**config.mk**
```make
export PLATFORM = sky130hd
export DESIGN_NAME = axis_decimator
export DESIGN_NICKNAME = d
export VERILOG_FILES = /design/src/rtl/axis_decimator.sv
export SDC_FILE = /design/constraint.sdc
export NUM_CORES = 1
export LEC_CHECK = 0
export BUFFER_PORTS_ARGS = -buffer_cell sky130_fd_sc_hd__clkbuf_2
export CAP_MARGIN = 15
export CORE_MARGIN = 1.5
export CORE_UTILIZATION = 58
export DETAILED_ROUTE_END_ITERATION = 8
export GPL_TIMING_DRIVEN = 0
export PLACE_DENSITY = 0.95
export SLEW_MARGIN = 0
export SYNTH_ARGS = -nofsm -noshare
export SYNTH_HDL_FRONTEND = slang
export SYNTH_SLANG_ARGS = --single-unit
export TNS_END_PERCENT = 10
```
**constraint.sdc**
```tcl
create_clock -name aclk -period 8.43 [get_ports aclk]
set_clock_uncertainty 0.15 [all_clocks]
set_input_delay 0.4215 -clock aclk [delete_from_list [all_inputs] [get_ports aclk]]
set_output_delay 0.4215 -clock aclk [all_outputs]
set_load 0.05 [all_outputs]
```
**src/rtl/axis_decimator.sv**
```systemverilog
// AXI-Stream decimator: forwards the first beat of every group of N accepted
// input beats and discards the rest. A single output register holds the
// forwarded sample, with no skid buffer. Rates 0 and 1 both mean pass-through.
module axis_decimator #(
  parameter int unsigned BUS_WIDTH  = 2,
  parameter int unsigned RATE_WIDTH = 8
) (
  input  logic                    aclk,
  input  logic                    arstn,
  input  logic [RATE_WIDTH-1:0]   rate,
  input  logic [BUS_WIDTH*8-1:0]  s_axis_tdata,
  input  logic                    s_axis_tvalid,
  output logic                    s_axis_tready,
  output logic [BUS_WIDTH*8-1:0]  m_axis_tdata,
  output logic                    m_axis_tvalid,
  input  logic                    m_axis_tready
);

  localparam int unsigned DATA_W = BUS_WIDTH * 8;

  logic [RATE_WIDTH-1:0] phase_q, phase_d;
  logic [RATE_WIDTH-1:0] n_q, n_d;
  logic [DATA_W-1:0]     m_data_q, m_data_d;
  logic                  m_valid_q, m_valid_d;
  logic                  run_q, run_d;

  logic [RATE_WIDTH-1:0] rate_norm;
  logic [RATE_WIDTH-1:0] n_eff;
  logic                  s_ready;
  logic                  accept;
  logic                  fwd;

  // Handshake decode: group length in force, ready, and which beat is forwarded
  always_comb begin
    rate_norm = (rate == '0) ? RATE_WIDTH'(1) : rate;
    // The beat at phase 0 opens a new group, so it uses the live rate input
    // (the value being latched now); later beats use the latched length.
    n_eff     = (phase_q == '0) ? rate_norm : n_q;
    // run_q holds ready low through reset without putting the async reset
    // net into combinational logic.
    s_ready   = run_q & ((phase_q != '0) | ~m_valid_q | m_axis_tready);
    accept    = s_axis_tvalid & s_ready;
    fwd       = accept & (phase_q == '0);
  end

  // Next-state: phase counter, group length latch and output register
  always_comb begin
    run_d    = 1'b1;
    phase_d  = phase_q;
    n_d      = n_q;
    m_data_d = m_data_q;
    m_valid_d = m_valid_q;

    if (accept) begin
      if (phase_q == n_eff - RATE_WIDTH'(1)) begin
        phase_d = '0;
      end else begin
        phase_d = phase_q + RATE_WIDTH'(1);
      end
    end

    if (fwd) begin
      n_d       = rate_norm;
      m_data_d  = s_axis_tdata;
      m_valid_d = 1'b1;
    end else if (m_valid_q && m_axis_tready) begin
      m_valid_d = 1'b0;
    end
  end

  // State registers, cleared asynchronously
  always_ff @(posedge aclk or negedge arstn) begin
    if (!arstn) begin
      run_q     <= 1'b0;
      phase_q   <= '0;
      n_q       <= RATE_WIDTH'(1);
      m_data_q  <= '0;
      m_valid_q <= 1'b0;
    end else begin
      run_q     <= run_d;
      phase_q   <= phase_d;
      n_q       <= n_d;
      m_data_q  <= m_data_d;
      m_valid_q <= m_valid_d;
    end
  end

  assign s_axis_tready = s_ready;
  assign m_axis_tdata  = m_data_q;
  assign m_axis_tvalid = m_valid_q;

endmodule

```
-- Yosys cells after proc, flatten, opt, wreduce, memory -nomap -nowiden
Cells that the tools add are included.
- register bits after elaboration: 34
- bits in latches: 0
- RAM bits: 0
- bits in read-only memories: 0
- bits of input ports: 28
- output and inout port bits: 18
- word-level logic and storage cells: 24
- memories: 0
- $add $sub $neg: 2
- multipliers: 0
- divide/modulo/power cells: 0
- $lt $le $gt $ge: 0
- equality and inequality tests: 1
- shift operators: 0
- muxes and demuxes: 5
- bitwise gates (word level): 6
- reductions and logical operators: 5
- operators with widths (cell ; count):
    2-to-1 mux 8 bit ; 3
    logical NOT 8 bit ; 2
    adder 8 x 1 -> 8 bit (second input constant) ; 1
    equality test 8 bit ; 1
    nonzero test 8 bit ; 1
    subtractor 8 x 1 -> 8 bit (second input constant) ; 1
    AND 1 bit ; 3
    2-to-1 mux 1 bit ; 2
    OR 1 bit ; 2
    nonzero test 2 bit ; 1
    logical AND 1 bit ; 1
    NOT 1 bit ; 1

-- Depth between registers and ports, before layout
Gate-level depths: netlist (run 1).
- depth in word-level cells: 7
- mapped depth: 13
- mapped depth without buffers: 12

-- Worst setup path after synthesis (run 1)
No wires, ideal clock.
- path kind: input to register
- from: input port rate[3]
- to: register phase_q[3]
- setup time: 0.132 ns
- arrival: 2.601 ns
- data required time: 8.148 ns
- path slack: 5.547 ns
- stages: 11
- buffers on the path: 1
- cells stage by stage: clkbuf_1 -> or4_1 -> o2111ai_1 -> nand2_1 -> ha_1 -> xor2_1 -> a21oi_1 -> and3b_1 -> o2111ai_2 -> nor2_4 -> o221ai_2
- longest elaborated chain between the ends: 6
- ends and longest elaborated chain (element ; RTL line ; RTL):
    from (decl) ; 10 ; input logic [RATE_WIDTH-1:0] rate,
    logical NOT 8 bit ; 35 ; rate_norm = (rate == '0) ? RATE_WIDTH'(1) : rate;
    2-to-1 mux 8 bit (*) ; 35 ;
    2-to-1 mux 8 bit (*) ; 38 ; n_eff = (phase_q == '0) ? rate_norm : n_q;
    subtractor 8 x 1 -> 8 bit (*) ; 55 ; if (phase_q == n_eff - RATE_WIDTH'(1)) begin
    equality test 8 bit (*) ; 55 ;
    2-to-1 mux 8 bit (*) ; 55 ;
    to (signal assigned) ; 81 ; phase_q <= phase_d;
    to (decl) ; 21 ; logic [RATE_WIDTH-1:0] phase_q, phase_d;
Mark *: on every way between the ends. The rest lies on a longest branch, timed or not.
A chain may end at the register's enable or synchronous reset.

-- Final worst setup path (run 1)
- from: register phase_q[0]
- to: register phase_q[3]
- longest elaborated chain between the ends: 5
- elaborated cells between the ends (all ways): 11
- classes of those cells: add/sub (2); eq/ne (1); mux (2); bitwise (4); reduce/logical (2)
- ends and longest elaborated chain (element ; RTL line):
    logical NOT 8 bit or nonzero test 8 bit (tied branches) ; 38, 41
    2-to-1 mux 8 bit or OR 1 bit (tied branches) ; 38, 41
    subtractor 8 x 1 -> 8 bit or OR 1 bit (tied branches) ; 55, 41
    equality test 8 bit or AND 1 bit (tied branches) ; 55, 41
    2-to-1 mux 8 bit or AND 1 bit (tied branches) ; 55, 42
Several ways; a longest one is shown, not always the timed one.

==> impl_metrics.ini, run 1 <==
[outcome]
outcome = finished, violations left
violations = negative hold slack

[floorplanning]
fp.dieArea_mm2 = 0.00378
die_height_um = 61.5
num_io_pins = 46
coreArea_mm2 = 0.00331
dieWidth_um = 61.5
start_util_pct = 60.0
rows = 21

[sta]
finalSetupViolations = 0
hold_viol_final = 11
finalCriticalPeriod_ns = 3.47
finalCritPeriodShare_pct = 41.1
relSlewSlack_pct = 45.6
drv_slew = 0
worst_pin_slew_ns = 0.816
clock.fmax_ghz = 0.288
holdWs_ns = -0.0129
fin_tns_setup_ns = 0
rsz0062_at_grt = no

[clock_network]
cts.htree.levels = 2
postCtsSetupRepairBufs = 0
cts.clk_slew.worst_paths_ns = 0.12
cts_max_path_buffers = 2
clock-root-buffer = clkbuf_4
clock_sinks = 34
hold_buffers = 0
worstSkewPairLatency_ns = 0.35
cts-resized-gates = 0
cts_tree = built
cts_made_buffers = 5

[synthesis]
syn_avg_cell_area_um2 = 10.3
synth.most_common_cell = dfrtp_1
synth_top_family_by_area = simple AND/OR/NAND/NOR gates
synthFlopType = dfrtp_1
synth_compound_area_share_pct = 14.6
synth.yosys.warnings = 0
async_reset_ff_share_pct = 100
yosys-top-cells-area = dfrtp_1, mux2_2, nand2_1, xnor2_1, xor2_1
yosys.area.top_type = dfrtp_1
syn_area_mm2 = 0.00199
synth_top_area_share_pct = 41.6
synthSimpleGateAreaFrac_pct = 17.0
yosysSeqAreaShare_pct = 42.9
synth_common_cells = dfrtp_1, mux2_2, nand2_1
syn_nets = 223
synthXorXnorAreaFrac_pct = 5.29
synthAdderAreaFrac_pct = 1.89
synth-seq-cells = 34
synth.mux.area_fraction_pct = 13.5
ys_types = 48
synth_edf_count = 0
synth_cells = 192

[global_route]
antenna_found_initial = 0
grt-ovfl-total = 0
grt_max_degree = 35
grtUsageTotal_pct = 25.3
grt_pass1_wl_mm = 6.90
grt_pass1_vias = 1572

[critical_path]
crit_fanout = 10
cp_data_required_time_ns = 8.52
path_class = reg2reg
path_buf_inv = 2
arrival_ns = 3.56
crit_path_start_kind = flop
cp_top_family = simple AND/OR/NAND/NOR gates
crit_path_max_incr_delay_ns = 0.45
slowest_stage = dfrtp_1
worst_setup_path_end_kind = flop
worstPathCellList = inv_1 -> ha_1 -> nor3b_1 -> clkbuf_1 -> o2111ai_1 -> nand2_1 -> ha_1 -> xor2_1 -> a21oi_1 -> and3b_1 -> o2111ai_2 -> nor2_4 -> o221ai_2
cp_common_cell = ha_1

[drt]
wl_mm = 4.28
dr.pass1.iters = 5
wl_per_cell_um = 14.8
vias = 1668
drc = 0
antenna_left = 0
routed_via_density = 5.75
drtIter0Drc = 79

[pwr]
p_int_w = 0.000266
power_frac_clock_pct = 24.9
p_sw_share_pct = 35.5
seqPwrFrac_pct = 46.4
p_comb_share_pct = 28.7
p_sw_w = 0.000147
ir_drop_v = 0.000139
p_leak_nw = 1.11
power.density_mw_per_mm2 = 177

[place]
io_buffer_count = 44
placed_area_mm2 = 0.00226
hpwlAfterDp_mm = 3.16
gp_congestion = 0.882

[final_layout]
nFillCells = 267
nNetsFinal = 274
drive_above_1_share_pct = 36.5
stdcell_area_mm2 = 0.00233
area_delta_synth_final_pct = 17.4
utilization_pct = 70.4
num_antenna_cells = 0

[run]
maxCapViolCount = 0

[hold_path]
min_path_type = in2async
power groups by stage:
stage | Clock [W] | Sequential (W) | Combinational (W)
floorplan | 0 | 0.000199 | 0.0000807
global placement | 0 | 0.000194 | 0.000114
detailed placement | 0 | 0.000195 | 0.000117
CTS | 0.000104 | 0.000192 | 0.000118
global route | 0.000111 | 0.000194 | 0.000131
finish | 0.000103 | 0.000192 | 0.000118
sequential cells by signal, indices dropped and copies added (netlist names):
name           flops
m_axis_tdata      16
m_axis_tvalid      1
n_q                8
phase_q            8
run_q              1
per-layer routing:
layer	track usage [%]	part of all wire, %	vias up
met2	42.1	49	64
li1	-	-	802
met5	0	0	-
met1	31.0	43	794
met3	8.19	6.7	8
met4	8.51	1.3	0
cells in the final DEF, fill, tap and decap left out, types with 5 or more instances in the layout:
| cell | count |
|---|---|
| mux2_2 | 23 |
| a21oi_1 | 7 |
| xor2_1 | 6 |
| nand2_1 | 15 |
| o21ai_0 | 8 |
| nor2_1 | 6 |
| inv_1 | 6 |
| nand3_1 | 5 |
| o21ai_1 | 5 |
| clkbuf_2 | 44 |
| xnor2_1 | 6 |
| clkbuf_4 | 5 |
| dfrtp_1 | 33 |
| clkbuf_1 | 7 |
kinds of logic after synthesis:
| logic type | Yosys count |
|---|---|
| simple gates | 59 |
| compound gates | 40 |
| flops | 34 |
| mux | 24 |
| buf+inv | 19 |
| xor+xnor | 12 |
| fa+ha+maj | 3 |
| other cells | 1 |
area by class of cell:
class                           instances  area [um2]  area share [%]
Timing Repair Buffer                   44         220            9.45
Multi-Input combinational cell        139        1040            44.7
Buffer                                 13        68.8            2.95
Sequential cell                        34         852            36.6
Inverter                                6        22.5           0.966
Clock buffer                            6        51.3            2.20
Tap cell                               46        57.6            2.47
Clock inverter                          2        16.3           0.698
worst paths after layout:
| kind | depth (start not counted) | startpoint | to | slack [ns] |
|---|---|---|---|---|
| max | 13 | phase_q[0]$_DFFE_PN0P_ | phase_q[3]$_DFFE_PN0P_ | 4.96 |
| min | 1 | arstn | m_axis_tvalid$_DFFE_PN0P_ | -0.01 |
| max reg2reg | 13 | phase_q[0]$_DFFE_PN0P_ | phase_q[3]$_DFFE_PN0P_ | 4.96 |
| min reg2reg | 2 | n_q[0]$_DFFE_PN1P_ | n_q[0]$_DFFE_PN1P_ | 0.37 |
| max in group asynchronous | 1 | arstn | n_q[5]$_DFFE_PN0P_ | 7.62 |
| min in group aclk | 2 | s_axis_tdata[8] | m_axis_tdata[8]$_DFFE_PN0P_ | 0.14 |
stage by stage:
step	std cells	worst slack, ns	hold WS [ns]	total power (W)
after CTS	290	5.07	0.0214	0.000413
after global routing	290	4.81	0.0525	0.000435
after detailed placement	282	5.11	0.345	0.000312
final	290	4.96	-0.0129	0.000413
after floorplan	192	5.55	-0.0241	0.000279
after global placement	282	5.14	0.338	0.000308
Power figures use the tool's default switching activity.
==> inputs of run 2 (changes only) <==
ABC_AREA = 1   (was default)
CORE_UTILIZATION = 49   (was 58)
PLACE_DENSITY = 0.87   (was 0.95)
clock period = 2.8 ns   (was 8.43 ns; I/O delays follow)
==> run 2 against run 1 <==
The run ends with negative setup slack left. Register-to-register slack lost 5.1 ns. Hold slack gained 0.064 ns. Final area grew 21%. Sequential power grew to 3.1 times the previous value. Critical endpoint is now phase_q[0]$_DFFE_PN0P_.
==> impl_metrics.ini, run 2 <==
[pwr]
power.density_mw_per_mm2 = 477
seqPwrFrac_pct = 43.8
p_int_w = 0.000861
p_sw_share_pct = 35.9
p_comb_share_pct = 28.6
p_sw_w = 0.000483
power_frac_clock_pct = 27.6
ir_drop_v = 0.000405
p_leak_nw = 1.66

[final_layout]
drive_above_1_share_pct = 35.5
mostFrequentLayoutCell = nand2_1
area_delta_synth_final_pct = 38.7
fin_cells = 399
num_antenna_cells = 0
nNetsFinal = 379
largest_register_ffs = 16
final_cell_mix = nand2_1, clkbuf_2, inv_1, dfrtp_1, dlygate4sd3_1

[floorplanning]
rows = 23
coreArea_mm2 = 0.00400
start_util_pct = 50.8
die_height_um = 67.4
fp.dieArea_mm2 = 0.00454
num_io_pins = 46
dieWidth_um = 67.4

[place]
hpwlAfterDp_mm = 3.00
place_ws_ns = -0.0523
gp_congestion = 0.812
dpl.cell_count = 349
io_buffer_count = 45

[clock_network]
clock_sinks = 34
cts_tree = built
cts.htree.levels = 2
worstSkewPairLatency_ns = 0.30
clock-root-buffer = clkbuf_8
cts_max_path_buffers = 2
cts.clk_slew.worst_paths_ns = 0.08
cts_made_buffers = 5

[sta]
rsz0062_at_grt = yes
worst_pin_slew_ns = 0.847
hold_viol_final = 0
relSlewSlack_pct = 43.5
setup_ws_ns = -0.0882
drv_slew = 0
finalCritPeriodShare_pct = 103
holdWs_ns = 0.0513
clock.fmax_ghz = 0.346
finalSetupViolations = 8
finalCriticalPeriod_ns = 2.89

[run]
maxCapViolCount = 0

[outcome]
violations = negative setup slack
outcome = finished, violations left

[synthesis]
synthFlopType = dfrtp_1
synth_top_area_share_pct = 40.6
synth_common_cells = nand2_1, inv_1, dfrtp_1
syn_area_mm2 = 0.00203
ys_types = 30
synth_edf_count = 0
syn_nets = 285
yosys-top-cells-area = dfrtp_1, nand2_1, mux2_2, inv_1, nand3_1
synth.most_common_cell = nand2_1
yosysSeqAreaShare_pct = 41.9
synth.yosys.warnings = 0
async_reset_ff_share_pct = 100
synth_cells = 254
synth-seq-cells = 34
yosys.area.top_type = dfrtp_1
syn_avg_cell_area_um2 = 8.00

[global_route]
antenna_found_initial = 0
grt_pass1_vias = 1920
grt-ovfl-total = 0
grt_pass1_wl_mm = 8.87
grtUsageTotal_pct = 26.7
grt_max_degree = 35

[critical_path]
worst_setup_path_end_kind = flop
path_class = reg2reg
crit_path_start_kind = flop
arrival_ns = 2.92
cp_data_required_time_ns = 2.84
crit_fanout = 6

[drt]
drc = 0
vias = 2135
wl_mm = 6.44
dr.pass1.iters = 5
routed_via_density = 5.35
wl_per_cell_um = 16.1
drtIter0Drc = 130
antenna_left = 0

[hold_path]
min_path_type = in2reg
==> run 2: power groups by stage <==
stage / sequential [W] / combinational (W) / clock, W
finish: 0.000588 / 0.000384 / 0.000372
global route: 0.000592 / 0.000422 / 0.000391
CTS: 0.000581 / 0.000328 / 0.000365
detailed placement: 0.000595 / 0.000269 / 0
global placement: 0.000593 / 0.000259 / 0
floorplan: 0.000581 / 0.000213 / 0
==> run 2: worst max-delay path, cell delays in order (launching register included) <==
cell and delay [ns]:
dfrtp_1 0.41, inv_2 0.08, ha_2 0.19, inv_1 0.05, nor3_2 0.16, nand2_4 0.11
nand2_1 0.11, nand2_2 0.10, ha_4 0.28, xor2_1 0.22, nand3_1 0.15, nor2_1 0.11
nand2_1 0.07, inv_1 0.05, nand2_1 0.07, nor2_4 0.16, nand2_2 0.10, nand2_1 0.11
nand2_1 0.08
==> run 2: kinds of logic after synthesis <==
| family | count (synthesis) | share of synthesized area, % |
|---|---|---|
| flip-flops | 34 | 41.9 |
| AO/OA/AOI/OAI | 12 | 3.14 |
| multiplexers | 16 | 8.87 |
| other | 1 | 0.185 |
| adder cells (fa/ha/maj) | 3 | 1.85 |
| XOR/XNOR | 7 | 3.02 |
| buffers and inverters | 50 | 9.67 |
| AND/OR/NAND/NOR | 131 | 31.3 |
==> run 2: layout make-up <==
| type | count | area, um2 |
|---|---|---|
| Fill cell | 247 | 1180 |
| Multi-Input combinational cell | 170 | 1020 |
| Sequential cell | 34 | 852 |
| Timing Repair Buffer | 87 | 603 |
| Inverter | 47 | 176 |
| Clock buffer | 6 | 72.6 |
| Tap cell | 50 | 62.6 |
| Buffer | 3 | 20.0 |
| Clock inverter | 2 | 13.8 |
==> run 2: repair_timing <==
item | in CTS | in global routing
pin swaps | 3 | 10
hold endpoints to repair | 57 | 0
setup buffers | 2 | 15
resized for setup | 2 | 8
hold buffers | 25 | 0
setup endpoints to repair | 8 | 8
==> run 2: worst paths after layout <==
| path | start | endpoint | slack, ns | cells past startpoint |
|---|---|---|---|---|
| worst max-delay path | phase_q[0]$_DFFE_PN0P_ | phase_q[0]$_DFFE_PN0P_ | -0.09 | 18 |
| worst max register to register | phase_q[0]$_DFFE_PN0P_ | phase_q[0]$_DFFE_PN0P_ | -0.09 | 18 |
| min in group asynchronous | arstn | m_axis_tdata[14]$_DFFE_PN0P_ | 0.36 | 2 |
| worst min-delay path | s_axis_tvalid | phase_q[1]$_DFFE_PN0P_ | 0.05 | 4 |
| worst min register to register | n_q[2]$_DFFE_PN0P_ | n_q[2]$_DFFE_PN0P_ | 0.34 | 2 |
| max in group asynchronous | arstn | m_axis_tvalid$_DFFE_PN0P_ | 1.61 | 2 |
==> run 2: routing by layer <==
layer  vias up  global-route usage [%]  routed length (um)
met5         -                       0                   0
met4         0                    8.16                 228
met3        31                    5.50                 621
met2       145                    43.8                3120
met1       995                    35.8                2470
li1        964                       -                   -
==> run 2: metrics by stage <==
stage	utilization [%]	power [W]	setup TNS (ns)	cell area, um2
after floorplan	-	0.000793	0	2030
after global routing	70.5	0.00141	-1.43	2820
after CTS	67.0	0.00127	0	2680
final	70.5	0.00134	-0.384	2820
after detailed placement	58.0	0.000864	-0.348	2320
after global placement	58.0	0.000853	0	2320
